## config.mk

```make
export PLATFORM = sky130hd
export DESIGN_NAME = status_light_ctrl_flat
export DESIGN_NICKNAME = d
export VERILOG_FILES = /design/src/rtl/status_light_ctrl_if.sv /design/src/rtl/status_light_ctrl.sv /design/src/flat_wrapper.sv
export SDC_FILE = /design/constraint.sdc
export NUM_CORES = 1
export LEC_CHECK = 0
export CAP_MARGIN = 30
export CORE_MARGIN = 2
export CORE_UTILIZATION = 35
export CTS_CLUSTER_DIAMETER = 200
export CTS_CLUSTER_SIZE = 8
export DETAILED_ROUTE_END_ITERATION = 10
export PLACE_DENSITY = 0.61
export SLEW_MARGIN = 20
export SYNTH_ARGS = -nofsm -noshare
export SYNTH_HDL_FRONTEND = slang
export SYNTH_SLANG_ARGS = --single-unit
```

## constraint.sdc

```tcl
create_clock -name CLK -period 2.35 [get_ports CLK]
set_input_delay 0.235 -clock CLK [delete_from_list [all_inputs] [get_ports CLK]]
set_output_delay 0.235 -clock CLK [all_outputs]
set_load 0.02 [all_outputs]
```

## src/rtl/status_light_ctrl_if.sv

```systemverilog
// Status-light controller bus: machine mode inputs toward the controller,
// and the registered light code and alarm flag back to the panel side.
interface status_light_ctrl_if #(
  parameter int WIDTH = 4
);
  logic             EN_work;
  logic             EN_set;
  logic             SET;
  logic             allFull;
  logic             ACK;
  logic [WIDTH-1:0] light;
  logic             alarm;

  // Mode/control logic side: drives the mode inputs, observes the lights
  modport master (
    output EN_work, EN_set, SET, allFull, ACK,
    input  light, alarm
  );

  // Controller side
  modport slave (
    input  EN_work, EN_set, SET, allFull, ACK,
    output light, alarm
  );
endinterface

```

## src/rtl/status_light_ctrl.sv

```systemverilog
// status_light_ctrl: two-stage status-light encoder for the bottle filler.
// Stage 1 registers the mode inputs; stage 2 runs the mode FSM, the latched
// full-bottle alarm (acknowledge / re-arm) and drives the registered light
// code and alarm flag.
// Build option: define LIGHT_BLINK_EN to make the ALARM light blink with a
// BLINK_DIV-cycle half-period; without it ALARM shows a steady 0110.
module status_light_ctrl #(
  parameter int WIDTH     = 4,
  parameter int BLINK_DIV = 4
) (
  input  logic                CLK,
  input  logic                RST,
  status_light_ctrl_if.slave  bus
);

  // Reject unusable configurations at elaboration time.
  if (WIDTH < 4 || BLINK_DIV < 2) begin : g_param_check
    $error("status_light_ctrl: WIDTH must be >= 4 and BLINK_DIV >= 2");
  end

  typedef enum logic [2:0] {
    ST_IDLE  = 3'd0,
    ST_SETUP = 3'd1,
    ST_WORK  = 3'd2,
    ST_FAULT = 3'd3,
    ST_ALARM = 3'd4
  } state_t;

  logic s_work_q, s_set_q, s_sel_q, s_full_q, s_ack_q;

  state_t           state_q, state_d;
  logic             armed_q, armed_d;
  logic [WIDTH-1:0] light_q, light_d;
  logic             alarm_q, alarm_d;
  logic             on_phase;

  // Stage 1: sample the raw mode inputs every edge
  always_ff @(posedge CLK) begin
    if (RST) begin
      s_work_q <= 1'b0;
      s_set_q  <= 1'b0;
      s_sel_q  <= 1'b0;
      s_full_q <= 1'b0;
      s_ack_q  <= 1'b0;
    end else begin
      s_work_q <= bus.EN_work;
      s_set_q  <= bus.EN_set;
      s_sel_q  <= bus.SET;
      s_full_q <= bus.allFull;
      s_ack_q  <= bus.ACK;
    end
  end

  // Stage 2 next state: mode decode with FAULT on top, alarm latch inside WORK
  always_comb begin
    state_d = state_q;
    if (s_work_q && s_set_q) begin
      state_d = ST_FAULT;
    end else if (!s_work_q && s_set_q) begin
      state_d = ST_SETUP;
    end else if (!s_work_q && !s_set_q) begin
      state_d = ST_IDLE;
    end else if (state_q == ST_ALARM) begin
      state_d = s_ack_q ? ST_WORK : ST_ALARM;
    end else if (state_q == ST_WORK && s_full_q && armed_q && !s_ack_q) begin
      state_d = ST_ALARM;
    end else begin
      state_d = ST_WORK;
    end
  end

  // Re-arm whenever the bottles are not full; an acknowledged exit disarms so
  // a still-full line cannot retrigger the alarm immediately.
  always_comb begin
    armed_d = armed_q;
    if (!s_full_q) begin
      armed_d = 1'b1;
    end else if (state_q == ST_ALARM && state_d == ST_WORK) begin
      armed_d = 1'b0;
    end
  end

`ifdef LIGHT_BLINK_EN
  localparam int CW = $clog2(BLINK_DIV);
  localparam logic [CW-1:0] CNT_LAST = CW'(BLINK_DIV - 1);

  logic [CW-1:0] cnt_q, cnt_d;
  logic          phase_q, phase_d;

  // Blink timing: count only while staying in ALARM; entry restarts on-phase
  always_comb begin
    cnt_d   = '0;
    phase_d = 1'b1;
    if (state_q == ST_ALARM && state_d == ST_ALARM) begin
      if (cnt_q == CNT_LAST) begin
        cnt_d   = '0;
        phase_d = ~phase_q;
      end else begin
        cnt_d   = cnt_q + CW'(1);
        phase_d = phase_q;
      end
    end
  end

  // Blink counter and phase registers
  always_ff @(posedge CLK) begin
    if (RST) begin
      cnt_q   <= '0;
      phase_q <= 1'b1;
    end else begin
      cnt_q   <= cnt_d;
      phase_q <= phase_d;
    end
  end

  assign on_phase = phase_d;
`else
  assign on_phase = 1'b1;
`endif

  // Output decode from the state being entered so light tracks state exactly
  always_comb begin
    light_d = '0;
    alarm_d = 1'b0;
    case (state_d)
      ST_IDLE:  light_d[3:0] = s_sel_q ? 4'b0010 : 4'b0001;
      ST_SETUP: light_d[3:0] = 4'b0011;
      ST_WORK:  light_d[3:0] = s_sel_q ? 4'b0101 : 4'b0100;
      ST_FAULT: light_d[3:0] = 4'b0000;
      ST_ALARM: begin
        light_d[3:0] = on_phase ? 4'b0110 : 4'b0000;
        alarm_d      = 1'b1;
      end
      default:  light_d = '0;
    endcase
  end

  // Stage 2 registers: FSM state, armed flag and registered outputs
  always_ff @(posedge CLK) begin
    if (RST) begin
      state_q <= ST_IDLE;
      armed_q <= 1'b1;
      light_q <= '0;
      alarm_q <= 1'b0;
    end else begin
      state_q <= state_d;
      armed_q <= armed_d;
      light_q <= light_d;
      alarm_q <= alarm_d;
    end
  end

  assign bus.light = light_q;
  assign bus.alarm = alarm_q;

endmodule

```

## src/flat_wrapper.sv

```systemverilog
// flat-port wrapper written by rule: the top's interface ports become plain ports
module status_light_ctrl_flat 
#(
  parameter int WIDTH     = 4,
  parameter int BLINK_DIV = 4
)
  (CLK, RST, bus_EN_work, bus_EN_set, bus_SET, bus_allFull, bus_ACK, bus_light, bus_alarm);
  status_light_ctrl_if #(.WIDTH(WIDTH)) bus_i ();
  input  logic CLK;
  input  logic RST;
  input wire logic [$bits(bus_i.EN_work)-1:0] bus_EN_work;
  input wire logic [$bits(bus_i.EN_set)-1:0] bus_EN_set;
  input wire logic [$bits(bus_i.SET)-1:0] bus_SET;
  input wire logic [$bits(bus_i.allFull)-1:0] bus_allFull;
  input wire logic [$bits(bus_i.ACK)-1:0] bus_ACK;
  output wire logic [$bits(bus_i.light)-1:0] bus_light;
  output wire logic [$bits(bus_i.alarm)-1:0] bus_alarm;
  assign bus_i.EN_work = bus_EN_work;
  assign bus_i.EN_set = bus_EN_set;
  assign bus_i.SET = bus_SET;
  assign bus_i.allFull = bus_allFull;
  assign bus_i.ACK = bus_ACK;
  assign bus_light = bus_i.light;
  assign bus_alarm = bus_i.alarm;
  status_light_ctrl #(.WIDTH(WIDTH), .BLINK_DIV(BLINK_DIV)) u_core (.CLK(CLK), .RST(RST), .bus(bus_i));
endmodule
```

==> results of run 1 <==
routing by layer:
layer,vias up,routed length (um),global-route usage [%]
li1,164,-,-
met1,130,291,12.5
met2,11,288,16.9
met3,0,47,3.33
met4,0,0,10.0
met5,-,0,0
state kept, by name (all words and copies together) (netlist names):
signal / flops
u_core.bus.light: 3
u_core.state_q: 3
u_core.armed_q: 1
u_core.bus.alarm: 1
u_core.s_ack_q: 1
u_core.s_full_q: 1
u_core.s_sel_q: 1
u_core.s_set_q: 1
u_core.s_work_q: 1
kinds of logic (layout without fill, tap and decap cells):
logic type,after synthesis,in the layout,share of synthesized area (%)
DFF,13,13,56.8
and+or+nand+nor,20,20,30.1
AOI/OAI and AO/OA,6,6,9.84
buffers and inverters,2,15,2.46
other,1,1,0.819
power breakdown:
group          switching, uW  leakage, uW  internal, uW
clock network           68.0    0.0000150          65.7
logic                   14.4     0.000109          22.4
registers               5.61     0.000107           229
total                   88.0     0.000231           317
synth_stat cells (all sizes together):
cell / count
o41ai: 1
nand2b: 3
conb: 1
nor2b: 6
buf: 1
nor4bb: 1
nand2: 2
a21bo: 1
nand3: 1
dfxtp: 13
a21oi: 2
nand4b: 1
a22oi: 1
or2: 1
o21ai: 1
inv: 1
nand3b: 1
and2: 2
nor2: 2
area by class of cell:
type / count / share of cell area (%)
repair buffers: 10 / 16.8
flip-flops and latches: 13 / 43.7
inverters: 1 / 0.630
well taps: 15 / 3.15
clock buffers: 4 / 4.41
multi-input cells: 27 / 31.3
metrics by stage:
step	worst slack (ps)	hold slack (ps)
floorplan	1420	307
global placement	903	405
detailed placement	911	406
CTS	926	424
global route	861	442
finish	946	424
how the worst max path moves through the flow:
stage | to | slack [ps] | cells past startpoint | from
2_1_floorplan | u_core.armed_q$_SDFFE_PP1P_ | 1420 | 3 | u_core.state_q[1]$_SDFF_PP0_
3_3_place_gp | u_core.bus.light[1]$_SDFF_PP0_ | 900 | 4 | RST
3_5_place_dp | u_core.bus.light[1]$_SDFF_PP0_ | 910 | 4 | RST
4_1_cts | bus_light[2] | 930 | 1 | u_core.bus.light[2]$_SDFF_PP0_
5_1_grt | bus_light[1] | 860 | 1 | u_core.bus.light[1]$_SDFF_PP0_
6_report | bus_light[0] | 950 | 1 | u_core.bus.light[0]$_SDFF_PP0_
==> reports/qor.csv, run 1 <==
metric,value,unit
Vias/cell,4.36,
hold buffer count at CTS,0,
LEAKAGE,0.000231,uW
CTS tree,yes,
placed inst area,569,um^2
final hold vios,0,
Worst setup SP type,flop,
slowest cell delay on critical path,590,ps
Setup TNS,0,ps
"Data arrival, critical path",1170,ps
Max Buffers Root-to-Sink,2,
Rows,13,
Setup crit end kind,output pin,
max_cap viols,0,
"Area growth, synth to finish",30.1,%
initial antenna violation count,0,
maximum VDD drop,0.000293,V
largest net degree at the start of global routing,11,
Port-buffer cells,10,
layout cell share with drive strength beyond 1,12.7,%
Worst Clk Skew,0.287,ps
root buf cell,clkbuf_4,
FF-to-FF path depth,3,
H-tree depth,1,
Initial Util,36.6,%
hold endpoint,u_core.armed_q$_SDFFE_PP1P_,
core area,1250,um^2
"Core Util, Final",47.6,%
largest delay contributor family on the critical path,buffers and inverters,
gp weighted congestion,0.725,
Pwr Total,405,uW
drt wl/cell,8.96,um
final cell count without fillers,70,
CTS resizes,0,
# setup viols final,0,
Die W,40.2,um
Reg2Reg Setup Slack,1360,ps
slowest CP cell,clkdlybuf4s50_1,
Crit Path Category,flop to output pin,
cell taking the most area after synthesis,dfxtp_1,
Clock Pin Slew Worst Setup and Hold Paths,70,ps
ANT nets after route,0,
Tcrit/Tclk final,59.7,%
hold crit path type,flop to flop,
Post-Syn Instances,42,
number of synthesized register bits,13,
register area,260,um^2
TritonRoute pass-1 iters,2,
# diodes,0,
CP Cell Sequence,clkdlybuf4s50_1,
"Seq/Total Area, Yosys",56.8,%
Tot GR Track Use,11.2,%
clock latency at the later pin of the worst-skew pair,270,ps
drt drc,0,
drt initial violations,1,
CP Buf/Inv Count,1,
NumNets Final,63,
FMAX,712,MHz
status,"finished, final reports clean",
RR Startpoint,u_core.s_set_q$_SDFF_PP0_,
CP Max Fanout,1,
area share of the largest cell type after synthesis,56.8,%
most frequent cells in the layout,"13 x dfxtp_1, 10 x clkdlybuf4s50_1, 6 x nor2b_1",
worst flop-to-flop path endpoint,u_core.bus.light[0]$_SDFF_PP0_,
DR vias,305,
Syn Area/Cell,10.9,um^2
Fill cells,120,
Period minus WS final,1400,ps
syn nets,49,
PwrDens,681,nW/um^2
Ports,12,
die area,1610,um^2
Synth cell types,22,
post-CTS setup buffers,0,
first-pass GRT wire length,1.14,mm
worst hold stages,1,
"most common cell after layout, fill and taps aside",dfxtp_1,
synth top area cells,"dfxtp_1 57%, nor2b_1 8.2%, nor4bb_2 3.6%, nand2b_4 3.0%, and2_1 2.7%",
die span in y,40.2,um
vias in the first global route,291,
remaining global-route overflow,0,
Synth Warn #,0,
CTS sink count,13,
WL final,627,um
mapped cell area,458,um^2
Multi-input gate area,186,um^2
WP data required,2120,ps
DP HPWL,463,um
RSZ-0062 raised after global routing,false,
dpl cells,66,
CTS buffer count,3,
"Design Area, Final",596,um^2
Pins Over Slew Limit,0,
hold_sp,u_core.s_full_q$_SDFF_PP0_,
Note: power is estimated with default switching activity, not from simulation.
==> run 2, diff against run 1 <==
- clock period: 2.35 -> 1.3 ns (I/O delays scaled with it)
==> reports/qor.csv, run 2 (synthesis gave the netlist of run 1 again) <==
metric,value,unit
status,"finished, final reports clean",
Period minus WS final,1030,ps
Initial Util,36.6,%
# diodes,0,
drt drc,0,
Ports,12,
WL final,594,um
die span in y,40.2,um
layout cell share with drive strength beyond 1,14.3,%
remaining global-route overflow,0,
"most common cell after layout, fill and taps aside",dfxtp_1,
largest delay contributor family on the critical path,buffers and inverters,
root buf cell,clkbuf_4,
hold crit path type,primary input to flop,
"Core Util, Final",47.8,%
CTS tree,yes,
combinational share of power,9.0,%
FMAX,973,MHz
Pins Over Slew Limit,0,
initial antenna violation count,0,
drt wl/cell,8.37,um
Clock Pin Slew Worst Setup and Hold Paths,70,ps
"Data arrival, critical path",900,ps
register share of total power,57.9,%
maximum VDD drop,0.000670,V
slowest cell delay on critical path,320,ps
Rows,13,
Worst setup SP type,flop,
Reg2Reg Setup Slack,300,ps
most frequent cells in the layout,"13 x dfxtp_1, 6 x nor2b_1, 6 x clkdlybuf4s50_1",
Max Buffers Root-to-Sink,2,
slowest CP cell,dlygate4sd2_1,
vias in the first global route,255,
max_cap viols,0,
Tcrit/Tclk final,79.0,%
DP HPWL,477,um
final hold vios,0,
DR vias,316,
WP data required,1170,ps
Vias/cell,4.45,
Die W,40.2,um
NumNets Final,64,
PwrDens,1220,nW/um^2
internal power,572,uW
hold buffer count at CTS,0,
ANT nets after route,0,
CTS sink count,13,
Setup crit end kind,output pin,
CP Cell Sequence,dlygate4sd2_1,
TritonRoute pass-1 iters,2,
largest net degree at the start of global routing,8,
Setup TNS,0,ps
CTS buffer count,3,
core area,1250,um^2
drt initial violations,3,
hold slack,401,ps
die area,1610,um^2
clock share of power,33.1,%
clock latency at the later pin of the worst-skew pair,270,ps
gp weighted congestion,0.734,
RSZ-0062 raised after global routing,false,
LEAKAGE,0.000251,uW
# setup viols final,0,
Worst Clk Skew,2.47,ps
H-tree depth,1,
Crit Path Category,flop to output pin,
first-pass GRT wire length,1.02,mm
Port-buffer cells,10,
Psw,159,uW
CP Buf/Inv Count,1,
Tot GR Track Use,10.2,%
Net Sw Frac,21.8,%
"Area growth, synth to finish",30.6,%
CP Max Fanout,1,
run 2: changes by cell type in the layout (fill, tap and decap cells not counted):
cell,change
clkdlybuf4s50_1,-4
dlygate4sd2_1,+4
buf_4,+1
run 2: through the flow:
| step | total power, uW | cells | setup slack (ps) | instance area (um^2) |
|---|---|---|---|---|
| 3_3_place_gp | 504 | 67 | 111 | 577 |
| 3_5_place_dp | 503 | 67 | 103 | 577 |
| 5_1_grt | 765 | 71 | 217 | 598 |
| 4_1_cts | 740 | 71 | 264 | 598 |
| 2_1_floorplan | 468 | 42 | 373 | 458 |
| 6_report | 731 | 71 | 273 | 598 |
run 2: routing by layer:
metal	routed length, um	GRT usage [%]
met2	256	15.3
met1	268	11.9
met5	0	0
met4	17	7.50
met3	51	3.33
run 2: layout make-up:
cell class                 count  area (um^2)
clock buffer                   4         26.3
fill                         112          654
inverter                       1         3.75
multi-input combinational     27          186
sequential                    13          260
tap                           15         18.8
timing repair buffer          11          103
run 2: what timing repair did:
item | 4_1_cts | 5_1_grt
buffers inserted | 0 | 0
setup endpoints to repair | 4 | 0
resized for setup | 4 | 0
run 2: power groups by stage:
stage	sequential [uW]	combinational (uW)	clock (uW)
3_5_place_dp	434	69.9	0
4_1_cts	424	66.1	250
3_3_place_gp	434	69.8	0
2_1_floorplan	439	28.5	0
6_report	424	65.5	242
5_1_grt	426	73.0	266
run 2: worst paths after layout:
check | startpoint | endpoint | cells past startpoint
setup / recovery | u_core.bus.light[1]$_SDFF_PP0_ | bus_light[1] | 1
hold / removal | bus_SET | u_core.s_sel_q$_SDFF_PP0_ | 2
setup reg to reg | u_core.s_set_q$_SDFF_PP0_ | u_core.bus.light[0]$_SDFF_PP0_ | 3
hold reg to reg | u_core.s_full_q$_SDFF_PP0_ | u_core.armed_q$_SDFFE_PP1P_ | 1
==> run 3, diff against run 2 <==
- PLACE_DENSITY: 0.61 -> 0.63
- clock period: 1.3 -> 0.8 ns (I/O delays scaled with it)
==> reports/qor.csv, run 3 (synthesis gave the netlist of run 1 again) <==
metric,value,unit
Pins Over Slew Limit,0,
hold crit path type,primary input to flop,
layout cell share with drive strength beyond 1,40.7,%
Tcrit/Tclk final,118,%
Fill cells,110,
LEAKAGE,0.000276,uW
DR vias,334,
remaining global-route overflow,0,
ANT nets after route,0,
status,"finished, violations left",
CTS sink count,13,
WL final,729,um
vias in the first global route,286,
root buf cell,clkbuf_4,
CP Max Fanout,4,
TritonRoute pass-1 iters,3,
Worst setup SP type,flop,
clock latency at the later pin of the worst-skew pair,280,ps
maximum VDD drop,0.000863,V
Setup crit end kind,flop,
Rows,13,
CP Cell Sequence,nand4b_1 -> a21oi_2 -> and2_1,
Ports,12,
gp weighted congestion,0.728,
Initial Util,36.6,%
register share of total power,56.7,%
die span in y,40.2,um
Die W,40.2,um
slowest cell delay on critical path,330,ps
most frequent cells in the layout,"6 x nor2b_1, 6 x clkdlybuf4s50_1, 6 x dfxtp_1, 6 x dfxtp_2",
Crit Path Category,flop to flop,
drt wl/cell,9.85,um
max_cap viols,0,
Clock Pin Slew Worst Setup and Hold Paths,80,ps
Tot GR Track Use,12.5,%
clock share of power,33.0,%
Period minus WS final,944,ps
initial antenna violation count,0,
Setup TNS,-778,ps
NumNets Final,67,
Psw,287,uW
CTS tree,yes,
# diodes,0,
Vias/cell,4.51,
"Core Util, Final",52.6,%
H-tree depth,1,
core area,1250,um^2
"Area growth, synth to finish",44.0,%
drt initial violations,8,
drt drc,0,
FMAX,1060,MHz
largest delay contributor family on the critical path,simple AND/OR/NAND/NOR gates,
hold buffer count at CTS,0,
combinational share of power,10.2,%
die area,1610,um^2
internal power,937,uW
CTS buffer count,3,
Worst Clk Skew,0.384,ps
pre-CTS WS,-360,ps
DP HPWL,503,um
RSZ-0062 raised after global routing,true,
Net Sw Frac,23.5,%
WP data required,1020,ps
Port-buffer cells,10,
failing checks,setup timing,
PwrDens,1860,nW/um^2
# setup viols final,7,
CP Buf/Inv Count,0,
fin worst setup slack,-144,ps
Max Buffers Root-to-Sink,2,
largest net degree at the start of global routing,9,
final hold vios,0,
"Data arrival, critical path",1170,ps
slowest CP cell,dfxtp_2,
first-pass GRT wire length,1.19,mm
-- run 3: cell types whose count changed in the layout (fill, tap and decap cells not counted), moves of 3 or more --
cell | before | now
buf_4 | 1 | 4
dfxtp_2 | 0 | 6
dfxtp_1 | 13 | 6
buf_6 | 0 | 4
dlygate4sd2_1 | 4 | 0
-- run 3: path summary, 6_finish.rpt --
kind | from | to | slack [ps] | cells past startpoint
worst max-delay path | u_core.state_q[2]$_SDFF_PP0_ | u_core.state_q[2]$_SDFF_PP0_ | -140 | 3
worst min-delay path | bus_EN_set | u_core.s_set_q$_SDFF_PP0_ | 340 | 2
worst max register to register | u_core.state_q[2]$_SDFF_PP0_ | u_core.state_q[2]$_SDFF_PP0_ | -140 | 3
worst min register to register | u_core.s_full_q$_SDFF_PP0_ | u_core.armed_q$_SDFFE_PP1P_ | 410 | 1
-- run 3: metrics by stage --
step / power, uW / std cells / cell area, um^2 / hold slack, ps
2_1_floorplan: 761 / 42 / 468 / 144
3_3_place_gp: 820 / 68 / 594 / 407
3_5_place_dp: 821 / 68 / 594 / 398
4_1_cts: 1240 / 73 / 652 / 340
5_1_grt: 1300 / 74 / 659 / 340
6_report: 1220 / 74 / 659 / 338
-- run 3: final cells by class --
class / instances / area, um^2 / area share [%]
multi-input cells: 27 / 203 / 30.7
clock inverters: 1 / 5.00 / 0.759
clock buffers: 3 / 22.5 / 3.42
inverters: 1 / 3.75 / 0.569
repair buffers: 14 / 135 / 20.5
well taps: 15 / 18.8 / 2.85
flip-flops and latches: 13 / 272 / 41.2
-- run 3: worst register-to-register path, cell delays in order, from the launching register on --
cell and delay, ps:
dfxtp_2 330, nand4b_1 210, a21oi_2 220, and2_1 140
-- run 3: repair_timing --
| action | in CTS | in global routing |
|---|---|---|
| endpoints found under the setup margin | 10 | 10 |
| pin swaps | 3 | 6 |
| setup buffers | 1 | 1 |
| resized for setup | 31 | 0 |
| hold endpoints to repair | 0 | 0 |
-- run 3: per-layer routing --
| metal | part of all wire [%] | up-vias | track usage (%) |
|---|---|---|---|
| met1 | 40 | 147 | 12.8 |
| li1 | - | 171 | - |
| met4 | 2.2 | 0 | 7.50 |
| met5 | 0 | - | 0 |
| met3 | 7.5 | 2 | 5.00 |
| met2 | 50 | 14 | 21.4 |
-- run 3: power by group through the flow --
stage	registers [uW]	logic (uW)	clock network [uW]
2_1_floorplan	715	46.4	0
3_3_place_gp	707	113	0
3_5_place_dp	707	114	0
4_1_cts	695	125	415
5_1_grt	700	137	458
6_report	695	125	405
==> RTL change: new RTL, config.mk and constraints of run 3 <==
The option `LIGHT_BLINK_EN` is turned on by a define.
--- a/src/rtl/status_light_ctrl.sv
+++ b/src/rtl/status_light_ctrl.sv
@@ -6,2 +6,4 @@
 // BLINK_DIV-cycle half-period; without it ALARM shows a steady 0110.
+`define LIGHT_BLINK_EN
+
 module status_light_ctrl #(
Behaviour: not the same (a bounded check fails within 10 cycles, from zero or initial values and one cycle with RST high).
==> RTL change against run 3 <==
The run still ends with negative setup slack left; routed wire length increased by 41%; first-iteration DRC count decreased by 25%; worst hold slack better by 0.051 ns; clock power rose by 26%; power increased by 23%; setup slack worse by 0.43 ns; combinational power grew 19%; count of clock-buffer cells in the layout rose by 1; area after synthesis grew 30%; cell area grew 32%; sequential cell count rose by 3; critical endpoint is now u_core.phase_q$_SDFF_PP1_.
==> RTL change: results (changes against run 3) <==
----------------------------------------------------
[Setup path]
  Data arrival time of the critical path ... 1.54 ns (was 1.17 ns)
  Maximum single-stage delay on the critical path ... 0.37 ns (was 0.33 ns)
  R2R cell count ... 5 (was 3)
  Beginning of the worst register-to-register path ... u_core.state_q[1]$_SDFF_PP0_ (was u_core.state_q[2]$_SDFF_PP0_)
  CP max FO ... 3 (was 4)
  R2R Path End ... u_core.phase_q$_SDFF_PP1_ (was u_core.state_q[2]$_SDFF_PP0_)

[Outcome]
  Status ... complete, but fails checks (unchanged)
  Violations in the final reports ... negative setup slack (unchanged)

[Synthesis]
  Share of the yosys chip area belonging to registers ... 53.9% (was 56.8%)
  Synthesized netlist cell count ... 53 (was 42)
  Synth top area cells ... dfxtp_1, and2b_2, nor2_1, a2111oi_2, ha_1 (was dfxtp_1, nor2b_1, nor4bb_2, nand2b_4, and2_1)
  List of most frequent post-synthesis cells ... dfxtp_1, and2b_2, nor2_1 (was dfxtp_1, nor2b_1, and2_1, nand2_1, nand2b_1)
  Post-Synthesis Net Count ... 61 (was 49)
  Unique cell type count in the Yosys netlist ... 26 (was 22)

[Placed design]
  Gp weighted congestion ... 0.741 (was 0.728)
  Placed wire-length estimate ... 735 um (was 503 um)
  Cells after DPL ... 86 (was 68)

[Timing]
  Final-report setup violation count ... 12 (was 7)
  Worst path setup slack after routing ... -0.570 ns (was -0.144 ns)
  Hold WS ... 0.389 ns (was 0.338 ns)
  Worst-case clock skew ... 0.00266 ns (was 0.000384 ns)

[Min path]
  Hold path startpoint ... bus_SET (was bus_EN_set)
  Hold Path End ... u_core.s_sel_q$_SDFF_PP0_ (was u_core.s_set_q$_SDFF_PP0_)

[Global route]
  Via count of the first global-routing pass ... 441 (was 286)
  Largest net degree at the start of global routing ... 10 (was 9)

[Pwr]
  VDD IR max ... 0.00114 V (was 0.000863 V)
  Lkg Pwr ... 0.000351 uW (was 0.000276 uW)

[Detailed routing]
  Routed wire per std cell ... 11.3 um (was 9.85 um)
  Drt initial violations ... 6 (was 8)
  Total iterations of the first detailed-routing run ... 5 (was 3)

[Cells and area]
  Share of cells above drive strength 1 ... 56.0% (was 40.7%)
  Cell Count, Final, Fillers Out ... 91 (was 74)

----------------------------------------------------
RTL change: routing by layer:
metal	part of all wire, %	track usage (%)
met1	38	12.4
met2	56	22.6
met3	6.4	7.20
met4	0	3.53
met5	0	0
RTL change: cell type report:
cell class,instances,area [um^2]
timing repair buffer,20,180
inverter,2,7.51
clock buffer,4,36.3
sequential,16,330
fill,132,669
tap,16,20.0
multi-input combinational,33,298
RTL change: critical path, delay by kind of cell, from the launching register on:
family | cells | cell delay, ns
buffers and inverters | 2 | 0.30
DFF | 1 | 0.33
AOI/OAI and AO/OA | 1 | 0.37
and+or+nand+nor | 2 | 0.26
RTL change: what timing repair did:
action | CTS | global route
pin swaps | 4 | 3
gates resized for setup | 37 | 2
buffers inserted | 1 | 0
setup endpoints to repair | 14 | 14
RTL change: logic make-up after synthesis:
group	synth area share [%]
AND/OR/NAND/NOR	25.9
buffers and inverters	4.42
adder cells (fa/ha/maj)	2.10
AO/OA/AOI/OAI	11.6
XOR/XNOR	1.47
flip-flops	53.9
other	0.631
RTL change: where the power goes:
group / switching [uW] / internal [uW]
clock network: 235 / 277
logic: 58.8 / 90.5
registers: 17.3 / 826
RTL change: worst max-delay path by stage:
| stage | from | end | slack (ns) | cells after the start |
|---|---|---|---|---|
| final | u_core.state_q[1]$_SDFF_PP0_ | u_core.phase_q$_SDFF_PP1_ | -0.57 | 5 |
| after global placement | RST | u_core.cnt_q[0]$_SDFF_PP0_ | -0.72 | 4 |
| after CTS | u_core.state_q[2]$_SDFF_PP0_ | u_core.cnt_q[1]$_SDFF_PP0_ | -0.55 | 3 |
| after detailed placement | RST | u_core.phase_q$_SDFF_PP1_ | -0.78 | 4 |
| after floorplan | u_core.state_q[0]$_SDFF_PP0_ | u_core.cnt_q[0]$_SDFF_PP0_ | -0.52 | 3 |
| after global routing | u_core.state_q[2]$_SDFF_PP0_ | u_core.cnt_q[1]$_SDFF_PP0_ | -0.63 | 3 |
RTL change: stage by stage:
stage          setup TNS [ns]  instance area (um^2)
6_report                -4.84                   872
5_1_grt                 -5.53                   872
4_1_cts                 -4.69                   861
3_5_place_dp            -7.92                   771
3_3_place_gp            -7.60                   771
2_1_floorplan           -3.61                   602
